## src/rtl/gobou_layer_sched_if.sv

```systemverilog
// Host-configuration and core-controller signals of the gobou layer scheduler.
// The master modport is the scheduler's view; slave is the host/core side.
interface gobou_layer_sched_if #(
    parameter int LAYERLOG      = 2,
    parameter int IMGSIZE       = 16,
    parameter int GOBOU_NETSIZE = 16,
    parameter int LWIDTH        = 10
);
    logic                     cfg_we;
    logic [LAYERLOG-1:0]      cfg_layer;
    logic [2:0]               cfg_field;
    logic [31:0]              cfg_wdata;
    logic [LAYERLOG:0]        num_layers;
    logic                     start;
    logic                     core_ack;
    logic                     req;
    logic [IMGSIZE-1:0]       in_offset;
    logic [IMGSIZE-1:0]       out_offset;
    logic [GOBOU_NETSIZE-1:0] net_offset;
    logic [LWIDTH-1:0]        total_out;
    logic [LWIDTH-1:0]        total_in;
    logic                     busy;
    logic                     done;
    logic [LAYERLOG-1:0]      cur_layer;
    logic                     cfg_err;

    modport master (
        input  cfg_we, cfg_layer, cfg_field, cfg_wdata, num_layers, start, core_ack,
        output req, in_offset, out_offset, net_offset, total_out, total_in,
               busy, done, cur_layer, cfg_err
    );

    modport slave (
        output cfg_we, cfg_layer, cfg_field, cfg_wdata, num_layers, start, core_ack,
        input  req, in_offset, out_offset, net_offset, total_out, total_in,
               busy, done, cur_layer, cfg_err
    );
endinterface

```

## src/rtl/gobou_layer_sched.sv

```systemverilog
// Layer scheduler: holds a table of layer descriptors and issues them one by one
// to the gobou core controller over its req/ack handshake.
module gobou_layer_sched #(
    parameter int MAXLAYER      = 4,
    parameter int LAYERLOG      = 2,
    parameter int IMGSIZE       = 16,
    parameter int GOBOU_NETSIZE = 16,
    parameter int LWIDTH        = 10
) (
    input  logic                clk,
    input  logic                xrst,
    gobou_layer_sched_if.master bus
);

    typedef enum logic [2:0] {
        S_IDLE,
        S_LOAD,
        S_ISSUE,
        S_WAIT_LO,
        S_WAIT_HI,
        S_NEXT,
        S_DONE
    } state_t;

    state_t                   state_q, state_d;
    logic [LAYERLOG:0]        count_q, count_d;
    logic [LAYERLOG:0]        num_clamped;
    logic [LAYERLOG-1:0]      cur_layer_q, cur_layer_d;
    logic                     req_q, req_d;
    logic                     done_q, done_d;
    logic                     busy_q, busy_d;
    logic                     cfg_err_q, cfg_err_d;
    logic [IMGSIZE-1:0]       in_offset_q, in_offset_d;
    logic [IMGSIZE-1:0]       out_offset_q, out_offset_d;
    logic [GOBOU_NETSIZE-1:0] net_offset_q, net_offset_d;
    logic [LWIDTH-1:0]        total_out_q, total_out_d;
    logic [LWIDTH-1:0]        total_in_q, total_in_d;

    logic [IMGSIZE-1:0]       slot_in   [MAXLAYER];
    logic [IMGSIZE-1:0]       slot_out  [MAXLAYER];
    logic [GOBOU_NETSIZE-1:0] slot_net  [MAXLAYER];
    logic [LWIDTH-1:0]        slot_tout [MAXLAYER];
    logic [LWIDTH-1:0]        slot_tin  [MAXLAYER];

    logic tbl_we;
    logic unused_wdata;

    // Table writes are only honoured while no run is in progress.
    assign tbl_we       = bus.cfg_we && (state_q == S_IDLE);
    assign unused_wdata = ^bus.cfg_wdata;

    genvar gi;
    generate
        for (gi = 0; gi < MAXLAYER; gi++) begin : g_slot
            logic [IMGSIZE-1:0]       in_q, in_d;
            logic [IMGSIZE-1:0]       out_q, out_d;
            logic [GOBOU_NETSIZE-1:0] net_q, net_d;
            logic [LWIDTH-1:0]        tout_q, tout_d;
            logic [LWIDTH-1:0]        tin_q, tin_d;
            logic                     sel;

            assign sel = tbl_we && (bus.cfg_layer == LAYERLOG'(gi));

            always_comb begin
                in_d   = in_q;
                out_d  = out_q;
                net_d  = net_q;
                tout_d = tout_q;
                tin_d  = tin_q;
                if (sel) begin
                    case (bus.cfg_field)
                        3'd0:    in_d   = bus.cfg_wdata[IMGSIZE-1:0];
                        3'd1:    out_d  = bus.cfg_wdata[IMGSIZE-1:0];
                        3'd2:    net_d  = bus.cfg_wdata[GOBOU_NETSIZE-1:0];
                        3'd3:    tout_d = bus.cfg_wdata[LWIDTH-1:0];
                        3'd4:    tin_d  = bus.cfg_wdata[LWIDTH-1:0];
                        default: begin end
                    endcase
                end
            end

            always_ff @(posedge clk or negedge xrst) begin
                if (!xrst) begin
                    in_q   <= '0;
                    out_q  <= '0;
                    net_q  <= '0;
                    tout_q <= '0;
                    tin_q  <= '0;
                end else begin
                    in_q   <= in_d;
                    out_q  <= out_d;
                    net_q  <= net_d;
                    tout_q <= tout_d;
                    tin_q  <= tin_d;
                end
            end

            assign slot_in[gi]   = in_q;
            assign slot_out[gi]  = out_q;
            assign slot_net[gi]  = net_q;
            assign slot_tout[gi] = tout_q;
            assign slot_tin[gi]  = tin_q;
        end
    endgenerate

    assign num_clamped = (bus.num_layers > (LAYERLOG+1)'(MAXLAYER)) ?
                         (LAYERLOG+1)'(MAXLAYER) : bus.num_layers;

    always_comb begin
        state_d      = state_q;
        count_d      = count_q;
        cur_layer_d  = cur_layer_q;
        in_offset_d  = in_offset_q;
        out_offset_d = out_offset_q;
        net_offset_d = net_offset_q;
        total_out_d  = total_out_q;
        total_in_d   = total_in_q;

        case (state_q)
            S_IDLE: begin
                if (bus.start) begin
                    count_d     = num_clamped;
                    cur_layer_d = '0;
                    state_d     = (num_clamped == '0) ? S_DONE : S_LOAD;
                end
            end
            S_LOAD: begin
                in_offset_d  = slot_in[cur_layer_q];
                out_offset_d = slot_out[cur_layer_q];
                net_offset_d = slot_net[cur_layer_q];
                total_out_d  = slot_tout[cur_layer_q];
                total_in_d   = slot_tin[cur_layer_q];
                // A zero-sized layer is skipped so the core never sees a zero total.
                if ((slot_tout[cur_layer_q] == '0) || (slot_tin[cur_layer_q] == '0))
                    state_d = S_NEXT;
                else
                    state_d = S_ISSUE;
            end
            S_ISSUE:   state_d = S_WAIT_LO;
            S_WAIT_LO: if (!bus.core_ack) state_d = S_WAIT_HI;
            S_WAIT_HI: if (bus.core_ack) state_d = S_NEXT;
            S_NEXT: begin
                if (({1'b0, cur_layer_q} + (LAYERLOG+1)'(1)) == count_q) begin
                    state_d = S_DONE;
                end else begin
                    cur_layer_d = cur_layer_q + LAYERLOG'(1);
                    state_d     = S_LOAD;
                end
            end
            S_DONE:  state_d = S_IDLE;
            default: state_d = S_IDLE;
        endcase

        // Status outputs are registered from the next state so they line up with it.
        req_d     = (state_d == S_ISSUE);
        done_d    = (state_d == S_DONE);
        busy_d    = (state_d != S_IDLE);
        cfg_err_d = (state_q != S_IDLE) && (bus.cfg_we || bus.start);
    end

    always_ff @(posedge clk or negedge xrst) begin
        if (!xrst) begin
            state_q      <= S_IDLE;
            count_q      <= '0;
            cur_layer_q  <= '0;
            req_q        <= 1'b0;
            done_q       <= 1'b0;
            busy_q       <= 1'b0;
            cfg_err_q    <= 1'b0;
            in_offset_q  <= '0;
            out_offset_q <= '0;
            net_offset_q <= '0;
            total_out_q  <= '0;
            total_in_q   <= '0;
        end else begin
            state_q      <= state_d;
            count_q      <= count_d;
            cur_layer_q  <= cur_layer_d;
            req_q        <= req_d;
            done_q       <= done_d;
            busy_q       <= busy_d;
            cfg_err_q    <= cfg_err_d;
            in_offset_q  <= in_offset_d;
            out_offset_q <= out_offset_d;
            net_offset_q <= net_offset_d;
            total_out_q  <= total_out_d;
            total_in_q   <= total_in_d;
        end
    end

    assign bus.req        = req_q;
    assign bus.done       = done_q;
    assign bus.busy       = busy_q;
    assign bus.cfg_err    = cfg_err_q;
    assign bus.cur_layer  = cur_layer_q;
    assign bus.in_offset  = in_offset_q;
    assign bus.out_offset = out_offset_q;
    assign bus.net_offset = net_offset_q;
    assign bus.total_out  = total_out_q;
    assign bus.total_in   = total_in_q;

endmodule

```

## src/flat_wrapper.sv

```systemverilog
// flat-port wrapper written by rule: the top's interface ports become plain ports
module gobou_layer_sched_flat 
#(
    parameter int MAXLAYER      = 4,
    parameter int LAYERLOG      = 2,
    parameter int IMGSIZE       = 16,
    parameter int GOBOU_NETSIZE = 16,
    parameter int LWIDTH        = 10
)
  (clk, xrst, bus_cfg_we, bus_cfg_layer, bus_cfg_field, bus_cfg_wdata, bus_num_layers, bus_start, bus_core_ack, bus_req, bus_in_offset, bus_out_offset, bus_net_offset, bus_total_out, bus_total_in, bus_busy, bus_done, bus_cur_layer, bus_cfg_err);
  gobou_layer_sched_if #(.LAYERLOG(LAYERLOG), .IMGSIZE(IMGSIZE), .GOBOU_NETSIZE(GOBOU_NETSIZE), .LWIDTH(LWIDTH)) bus_i ();
  input  logic clk;
  input  logic xrst;
  input wire logic [$bits(bus_i.cfg_we)-1:0] bus_cfg_we;
  input wire logic [$bits(bus_i.cfg_layer)-1:0] bus_cfg_layer;
  input wire logic [$bits(bus_i.cfg_field)-1:0] bus_cfg_field;
  input wire logic [$bits(bus_i.cfg_wdata)-1:0] bus_cfg_wdata;
  input wire logic [$bits(bus_i.num_layers)-1:0] bus_num_layers;
  input wire logic [$bits(bus_i.start)-1:0] bus_start;
  input wire logic [$bits(bus_i.core_ack)-1:0] bus_core_ack;
  output wire logic [$bits(bus_i.req)-1:0] bus_req;
  output wire logic [$bits(bus_i.in_offset)-1:0] bus_in_offset;
  output wire logic [$bits(bus_i.out_offset)-1:0] bus_out_offset;
  output wire logic [$bits(bus_i.net_offset)-1:0] bus_net_offset;
  output wire logic [$bits(bus_i.total_out)-1:0] bus_total_out;
  output wire logic [$bits(bus_i.total_in)-1:0] bus_total_in;
  output wire logic [$bits(bus_i.busy)-1:0] bus_busy;
  output wire logic [$bits(bus_i.done)-1:0] bus_done;
  output wire logic [$bits(bus_i.cur_layer)-1:0] bus_cur_layer;
  output wire logic [$bits(bus_i.cfg_err)-1:0] bus_cfg_err;
  assign bus_i.cfg_we = bus_cfg_we;
  assign bus_i.cfg_layer = bus_cfg_layer;
  assign bus_i.cfg_field = bus_cfg_field;
  assign bus_i.cfg_wdata = bus_cfg_wdata;
  assign bus_i.num_layers = bus_num_layers;
  assign bus_i.start = bus_start;
  assign bus_i.core_ack = bus_core_ack;
  assign bus_req = bus_i.req;
  assign bus_in_offset = bus_i.in_offset;
  assign bus_out_offset = bus_i.out_offset;
  assign bus_net_offset = bus_i.net_offset;
  assign bus_total_out = bus_i.total_out;
  assign bus_total_in = bus_i.total_in;
  assign bus_busy = bus_i.busy;
  assign bus_done = bus_i.done;
  assign bus_cur_layer = bus_i.cur_layer;
  assign bus_cfg_err = bus_i.cfg_err;
  gobou_layer_sched #(.MAXLAYER(MAXLAYER), .LAYERLOG(LAYERLOG), .IMGSIZE(IMGSIZE), .GOBOU_NETSIZE(GOBOU_NETSIZE), .LWIDTH(LWIDTH)) u_core (.clk(clk), .xrst(xrst), .bus(bus_i));
endmodule
```

## config.mk

```make
export PLATFORM = sky130hd
export DESIGN_NAME = gobou_layer_sched_flat
export DESIGN_NICKNAME = d
export VERILOG_FILES = /design/src/rtl/gobou_layer_sched_if.sv /design/src/rtl/gobou_layer_sched.sv /design/src/flat_wrapper.sv
export SDC_FILE = /design/constraint.sdc
export NUM_CORES = 1
export LEC_CHECK = 0
export CAP_MARGIN = 20
export CORE_MARGIN = 3
export CORE_UTILIZATION = 34
export DETAILED_ROUTE_END_ITERATION = 6
export PLACE_DENSITY = 0.54
export SETUP_SLACK_MARGIN = 0.5
export SYNTH_ARGS = -nofsm -noshare
export SYNTH_HDL_FRONTEND = slang
export SYNTH_SLANG_ARGS = --single-unit
```

## constraint.sdc

```tcl
create_clock -name clk -period 4.15 [get_ports clk]
set_input_delay 1.245 -clock clk [delete_from_list [all_inputs] [get_ports clk]]
set_output_delay 1.245 -clock clk [all_outputs]
set_load 0.01 [all_outputs]
```

Word-level counts from Yosys, hierarchy flattened
Cells that the tools add are included.

Register bits: 352. Input port bits: 45. Output and inout port bits: 74. Logic and storage cells: 119.

Add/subtract/negate cells: 2. Magnitude comparators: 2. Equal/unequal tests: 17. Muxes and demuxes: 26. Bitwise operators: 1. Reduce and logical (&&, ||, !) cells: 39.

Operators with widths (count): $bmux 16 s2 (3); $mux 16 (6); $reduce_and 2->1 (21); $bmux 10 s2 (2); $mux 10 (4); $mux 3 (7); $logic_not 10->1 (2); $pmux 3 s6 (1); $eq 3x2->1 const B (5); $eq 3x3->1 const B (4); $logic_not 3->1 (3); $eq 3x1->1 const B (2); $logic_and 1x1->1 (6); $reduce_bool 3->1 (2); $eq 2x2->1 const B (2); $mux 2 (2); $ne 2x2->1 const B (2); $pmux 2 s2 (1); $add 2x1->3 const B (1); $eq 3x3->1 (1); $ge 3x3->1 const B (1); $gt 3x3->1 const B (1); $not 2->3 (1); $reduce_and 3->1 (1); 5 further kinds (6).

Logic depth before layout (Yosys ltp)
Gate-level depths: netlist (run 1).

Word-level depth: 9. Gate-level depth with buffers: 8. Mapped depth without buffers: 6.

Worst setup path after synthesis (run 1)
Ideal clock, no wire load.

Path type: input-to-reg. Start point: in bus_cfg_layer[0]. End point: reg u_core.g_slot[0].in_q[10]. Library setup time: 125 ps. Arrival time: 2713 ps. Data required time: 4025 ps. Path slack: 1312 ps. Cell stages on the path: 5. Path buffers: 2. Path through: clkbuf_1 -> or3_4 -> nor4_4 -> buf_6 -> mux2_2.

Longest elaborated chain between the ends: 3.

Ends and longest elaborated chain: from (decl) (line flat_wrapper.sv:15) `input wire logic [$bits(bus_i.cfg_layer)-1:0] bus_cfg_layer;`; $logic_not 2->1 (line gobou_layer_sched.sv:62) `assign sel = tbl_we && (bus.cfg_layer == LAYERLOG'(gi));`; $logic_and 1x1->1 (line gobou_layer_sched.sv:62); $reduce_and 2->1 (no source line); to (signal assigned) (line gobou_layer_sched.sv:90) `in_q <= in_d;`; to (decl) (line gobou_layer_sched.sv:55) `logic [IMGSIZE-1:0] in_q, in_d;`.

Every way passes these cells. A chain may end at the register's enable or synchronous reset.

Final worst setup path (run 1)
Start point: reg u_core.cur_layer_q[1] (netlist: u_core.bus.cur_layer[1]). End point: out bus_cur_layer[1].

RTL lines: from (decl) (line gobou_layer_sched.sv:28) `logic [LAYERLOG-1:0] cur_layer_q, cur_layer_d;`; from (signal assigned) (line gobou_layer_sched.sv:178) `cur_layer_q <= cur_layer_d;`; to (decl) (line flat_wrapper.sv:29) `output wire logic [$bits(bus_i.cur_layer)-1:0] bus_cur_layer;`.

No word-level cell between the ends.

==> results of run 1 <==
## state kept, by name, indices dropped and copies added, names as in the netlist
name                   cells
u_core.g_slot.in_q        64
u_core.g_slot.net_q       64
u_core.g_slot.out_q       64
u_core.g_slot.tin_q       40
u_core.g_slot.tout_q      40
u_core.bus.in_offset      16
u_core.bus.net_offset     16
u_core.bus.out_offset     16
u_core.bus.total_in       10
u_core.bus.total_out      10
u_core.count_q             3
u_core.state_q             3
u_core.bus.cur_layer       2
u_core.bus.busy            1
u_core.bus.cfg_err         1
u_core.bus.done            1
u_core.bus.req             1
## power by group through the flow
stage,clock [mW],combinational (mW),sequential [mW]
detailed placement,0,2.84,4.79
global placement,0,2.80,4.77
global route,3.70,3.02,4.84
floorplan,0,2.08,4.60
CTS,3.58,2.85,4.74
finish,3.46,2.77,4.72
## per-stage QoR
stage	util, %	instance area, um^2	cells
floorplan	-	15100	914
global placement	38.7	16800	1563
detailed placement	38.7	16800	1563
CTS	41.6	18100	1633
global route	41.6	18100	1633
finish	41.6	18100	1634
## worst paths after layout
check,from,to,slack [ns]
setup / recovery,u_core.bus.cur_layer[1],bus_cur_layer[1],0.82
hold reg to reg,u_core.g_slot[2].in_q[11],u_core.g_slot[2].in_q[11],0.50
max in group asynchronous,xrst,u_core.g_slot[0].net_q[7],2.54
min in group asynchronous,xrst,u_core.g_slot[0].tin_q[0],0.70
setup reg to reg,u_core.bus.cur_layer[0],u_core.state_q[1],1.19
hold / removal,u_core.g_slot[2].in_q[11],u_core.g_slot[2].in_q[11],0.50
## metal layers
layer | global-route usage, % | up-vias | wire, um
met3 | 2.37 | 50 | 1240
met1 | 20.7 | 4345 | 15900
met5 | 0 | - | 0
met2 | 23.1 | 128 | 15600
li1 | - | 3589 | -
met4 | 4.51 | 0 | 748
## worst register-to-register path, stage by stage, from the launching register on
cell and delay, ns:
dfrtp_4 0.76, buf_4 0.39, mux4_1 0.67, or4_1 0.55
nor4_2 0.19, or2_1 0.17, o211ai_1 0.08
## cell families after synthesis
group | count (synthesis) | synth area share (%)
buffers and inverters | 70 | 2.12
flip-flops | 352 | 58.4
multiplexers | 410 | 35.9
XOR/XNOR | 3 | 0.174
adder cells (fa/ha/maj) | 1 | 0.0830
AND/OR/NAND/NOR | 67 | 2.84
AO/OA/AOI/OAI | 11 | 0.440
## cell type report
class	count	share of cell area, %
Multi-Input combinational cell	492	33.0
Timing Repair Buffer	131	7.08
Inverter	3	0.0623
Antenna cell	1	0.0138
Tap cell	585	4.05
Clock inverter	4	0.263
Sequential cell	352	48.7
Clock buffer	66	6.85
## cell usage in the layout, fill, tap and decap left out, types with 9 or more instances in the layout
| cell type | instances |
|---|---|
| mux4_1 | 10 |
| nor2_1 | 9 |
| nand2_1 | 24 |
| buf_4 | 26 |
| mux4_2 | 58 |
| mux2_2 | 341 |
| clkbuf_8 | 12 |
| dfrtp_1 | 350 |
| clkbuf_16 | 41 |
| clkbuf_1 | 13 |
| clkdlybuf4s50_1 | 101 |
==> impl_results.md, run 1 <==
- TritonCTS clock tree: built
- YS warnings: 0
- Slew @ Worst Pin: 1.05 ns
- Resize count post-CTS: 0
- Worst slack at placement: 0.594 ns
- Final hold slack: 0.498 ns
- Syn nets: 960
- Synth cell count leaders: 352 x dfrtp_1, 341 x mux2_2, 58 x mux4_2, 49 x clkbuf_1, 24 x nand2_1
- IO Pins: 119
- Cell-internal power: 7.93 mW
- DPL Wire Length: 21,200 um
- TritonRoute pass-1 iters: 4
- FMAX: 300 MHz
- Starting Density: 34.7%
- Global route overflow: 0
- CTS Buffer Depth: 3
- Leak: 8.48 nW
- Via count of the first global-routing pass: 8,793
- Status: completed
- Pwr per Cell Area: 606 nW/um^2
- VDD IR max: 0.446 mV
- # Post-CTS Setup Buffers: 0
- Antenna viol nets, final: 0
- Area growth from synthesis to layout: 20.0%
- Layout Nets: 1,066
- Share of layout cells above drive strength 1: 47.7%
- Total die area: 46,900 um^2
- Area leader, netlist: dfrtp_1
- 1st-iter DRT viols: 295
- Vias: 8,112
- DRC: 0
- CP Launch Type: flop
- Area of the multi-input gates: 5960 um^2
- Setup Viol. Count Final: 0
- Psw: 3.03 mW
- Largest net degree at the start of global routing: 82
- Clk sink count: 352
- Fillcell total: 3,987
- R2R cell count: 6
- Cell with the largest stage delay on the worst path: dfrtp_2
- Register share of total power: 43.1%
- Gr usage total: 14.6%
- Worst-Skew Late Latency: 0.54 ns
- Crit path capture type: output pin
- Cell depth of the worst setup path: 1
- H-tree depth: 2
- Switching share of power: 27.6%
- Synth area leaders: dfrtp_1 58%, mux2_2 25%, mux4_2 8.7%
- Cell with the most instances after synthesis: dfrtp_1
- I/O Buffers: 102
- Top_reg_cell synth: dfrtp_1
- First-pass GRT wire length: 53,100 um
- Asr flop ratio synth: 100%
- Seq cells post-synth: 352
- Detailed Route WL: 33,500 um
- Setup TNS Final: 0 ns
- Clock Power Share: 31.6%
- CTS Hold Bufs: 0
- Final min period: 3.33 ns
- Slowest stage delay, CP: 0.87 ns
- Netlist cell types: 42
- Syn avg cell area: 16.5 um^2
- Number of CTS-inserted buffers: 40
- Gate power share: 25.3%
- Min-Delay Path Class: flop to flop
- Post-Syn Instances: 914
- Vias per std cell: 4.96
- Register area: 8810 um^2
- Register area share after synthesis: 58.4%
- Chip height: 217 um
- Post-synth EDFFs: 0
- CP Buf/Inv Count: 1
- Final Max Slew Viols: 0
- Die width: 217 um
- Clock-pin slew on the worst setup and hold paths: 0.06 ns
- Row cnt: 76
- Setup Skew: 0.0160 ns
- Netlist Area Pre-Place: 15,100 um^2
- Crit Path Max Fanout: 27
- Unrepaired setup endpoints after global routing: false
- Period utilization: 80.3%
- Final Total Pwr: 11.0 mW
- GPL Wtd Cong: 0.732
- Final worst slack: 0.818 ns
- Crit Path Category: flop to output pin
- Wire length per cell: 20.5 um
- Clock root buffer: clkbuf_16
- Worst EP required: 2.90 ns
- Top cell type's share of synthesized area: 58.4%
- Worst hold path depth: 1
- CP cell instances: clkdlybuf4s50_1
- Max_cap viols: 0
- Worst slew margin: 30.2%
- Final Hold Viols: 0
- Critical Path AT: 2.09 ns
- Initial antenna violation count: 0
- Crit path max-delay family: flip-flops
- Core area: 43,500 um^2
Power figures use the tool's default switching activity.
==> run 2: changes to the inputs <==
Clock period 4.15 ns to 3.1 ns, I/O delays scaled along.
==> run 2 against run 1 <==
Compared with the run above: count of clock-buffer cells in the layout fell by 6; cell area rose by 1.5%; power rose by 35%.
==> impl_results.md, run 2 (synthesis results as in run 1) <==
- Pwr per Cell Area: 807 nW/um^2 (+33%)
- R2R Setup Slk: 0.61 ns (-0.58 ns)
- CTS Buffer Depth: 3 (unchanged)
- Commonest cells after routing, fill and taps aside: 350 x dfrtp_1, 341 x mux2_2, 99 x clkdlybuf4s50_1
- Slew @ Worst Pin: 0.862 ns (-0.185 ns)
- Largest net degree at the start of global routing: 88 (+7.3%)
- Final hold slack: 0.325 ns (-0.172 ns)
- Crit path capture type: flop
- DRC: 0 (unchanged)
- N_diodes: 0 (-1)
- Fillcell total: 3,981 (-0.15%)
- Critical Path AT: 2.90 ns (+0.81 ns)
- Antenna viol nets, final: 0 (unchanged)
- R2R cell count: 8 (+2)
- Setup Viol. Count Final: 0 (unchanged)
- Wire length per cell: 20.1 um (-2.0%)
- Util after Layout: 42.3% (+0.64 points)
- Area growth from synthesis to layout: 21.8%
- Die width: 217 um (unchanged)
- Setup Skew: 0.0181 ns (+0.00205 ns)
- Crit Path Category: flop to flop
- Clk sink count: 352 (unchanged)
- Leak: 8.63 nW (+1.8%)
- Crit Path Max Fanout: 9 (-67%)
- Vias: 8,191 (+0.97%)
- TritonRoute pass-1 iters: 4 (unchanged)
- Max_cap viols: 0 (unchanged)
- Final Hold Viols: 0 (unchanged)
- Worst-Skew Late Latency: 0.54 ns (about the same)
- Final min period: 2.49 ns
- Largest regs: u_core.g_slot.in_q x64, u_core.g_slot.net_q x64, u_core.g_slot.out_q x64
- DPL Wire Length: 21,500 um (+1.4%)
- Row cnt: 76 (unchanged)
- Reg2Reg Launch Point: u_core.bus.cur_layer[0]
- Clock-pin slew on the worst setup and hold paths: 0.06 ns (about the same)
- Non-Filler Instances: 1,659 (+1.5%)
- GPL Wtd Cong: 0.722 (-1.4%)
- Via count of the first global-routing pass: 8,831 (+0.43%)
- Min-Delay Path Class: input port to asynchronous set/reset pin
- CP Launch Type: flop
- FMAX: 401 MHz
- Worst EP required: 3.51 ns (+0.61 ns)
- Core area: 43,500 um^2 (unchanged)
- CTS Hold Bufs: 0 (unchanged)
- Total die area: 46,900 um^2 (unchanged)
- VDD IR max: 0.581 mV (+30%)
- First-pass GRT wire length: 53,000 um (-0.13%)
- Starting Density: 34.7% (unchanged)
- Detailed Route WL: 33,300 um (-0.52%)
- Gr usage total: 14.5% (-0.079 points)
- Most common cell after layout, fill and taps aside: dfrtp_1
- Unrepaired setup endpoints after global routing: true
- 1st-iter DRT viols: 313 (+6.1%)
- Global route overflow: 0 (unchanged)
- H-tree depth: 2 (unchanged)
- Period utilization: 80.4%
- Setup TNS Final: 0 ns (unchanged)
- Initial antenna violation count: 0 (unchanged)
- I/O Buffers: 102 (unchanged)
- Final Max Slew Viols: 0 (unchanged)
- Clock root buffer: clkbuf_16
- IO Pins: 119 (unchanged)
- Number of CTS-inserted buffers: 39 (-2.5%)
- Placed cell count: 1,587 (+1.5%)
- Reg-to-Reg End: u_core.state_q[1]
- Vias per std cell: 4.94 (-0.55%)
- Final Total Pwr: 14.8 mW (+35%)
- Worst slew margin: 42.3% (+12 points)
- TritonCTS clock tree: built
- Share of layout cells above drive strength 1: 49.3% (+1.6 points)
- Crit. Startpoint: u_core.bus.cur_layer[0]
- Status: completed
- Layout Nets: 1,093 (+2.5%)
- Chip height: 217 um (unchanged)
run 2: cell count changes in the layout (fill, tap and decap cells not counted), sizes merged:
| cell | previous run | this run |
|---|---|---|
| clkdlybuf4s50 | 101 | 99 |
| inv | 3 | 6 |
| buf | 30 | 58 |
| clkbuf | 66 | 60 |
| dlygate4sd2 | 0 | 1 |
| bufinv | 1 | 3 |
| dlymetal6s2s | 0 | 1 |
| diode | 1 | 0 |
| clkinvlp | 1 | 0 |
run 2: critical path, stage by stage, from the launching register on:
cell and delay, ns:
dfrtp_4 0.42, buf_8 0.16, buf_4 0.14, mux4_2 0.55, or4_1 0.55, nor4_2 0.15, buf_4 0.17, or2_1 0.13
o211ai_1 0.08
run 2: final cells by class:
class | instances | area (um^2) | share of cell area (%)
clock buffers | 60 | 1140 | 6.23
repair buffers | 159 | 1590 | 8.64
well taps | 585 | 732 | 3.99
multi-input cells | 492 | 5950 | 32.4
inverters | 3 | 11.3 | 0.0613
flip-flops and latches | 352 | 8820 | 48.0
clock inverters | 8 | 126 | 0.688
run 2: timing repair:
action | CTS | global route
endpoints found under the setup margin | 14 | 5
buffers inserted | 4 | 0
pin swaps | 0 | 2
gates resized for setup | 5 | 6
run 2: worst max path at each step:
stage / endpoint / slack [ns] / cells past startpoint
after floorplan: u_core.g_slot[0].in_q[10] / 0.58 / 5
after global placement: u_core.g_slot[0].in_q[13] / 0.16 / 6
after detailed placement: u_core.g_slot[0].in_q[11] / 0.14 / 6
after CTS: bus_cur_layer[1] / 0.48 / 2
after global routing: u_core.state_q[1] / 0.49 / 7
final: u_core.state_q[1] / 0.61 / 8
run 2: routing by layer:
layer / GRT usage [%] / wire length (um) / vias to the layer above
met3: 2.36 / 1090 / 43
li1: - / - / 3644
met1: 20.1 / 15500 / 4379
met5: 0 / 0 / -
met2: 23.8 / 16000 / 125
met4: 4.03 / 659 / 0
run 2: power by group:
group          total, mW  leakage, nW  internal, mW  switching [mW]
Clock               4.61        0.623          2.79            1.82
Sequential          6.17         4.77          5.65           0.517
Combinational       4.03         3.23          2.31            1.72
Total               14.8         8.63          10.8            4.06
run 2: stage by stage:
stage,setup slack (ns),cell area (um^2)
2_1_floorplan,0.577,15100
3_3_place_gp,0.157,17100
3_5_place_dp,0.144,17100
6_report,0.606,18400
4_1_cts,0.477,18400
5_1_grt,0.489,18400
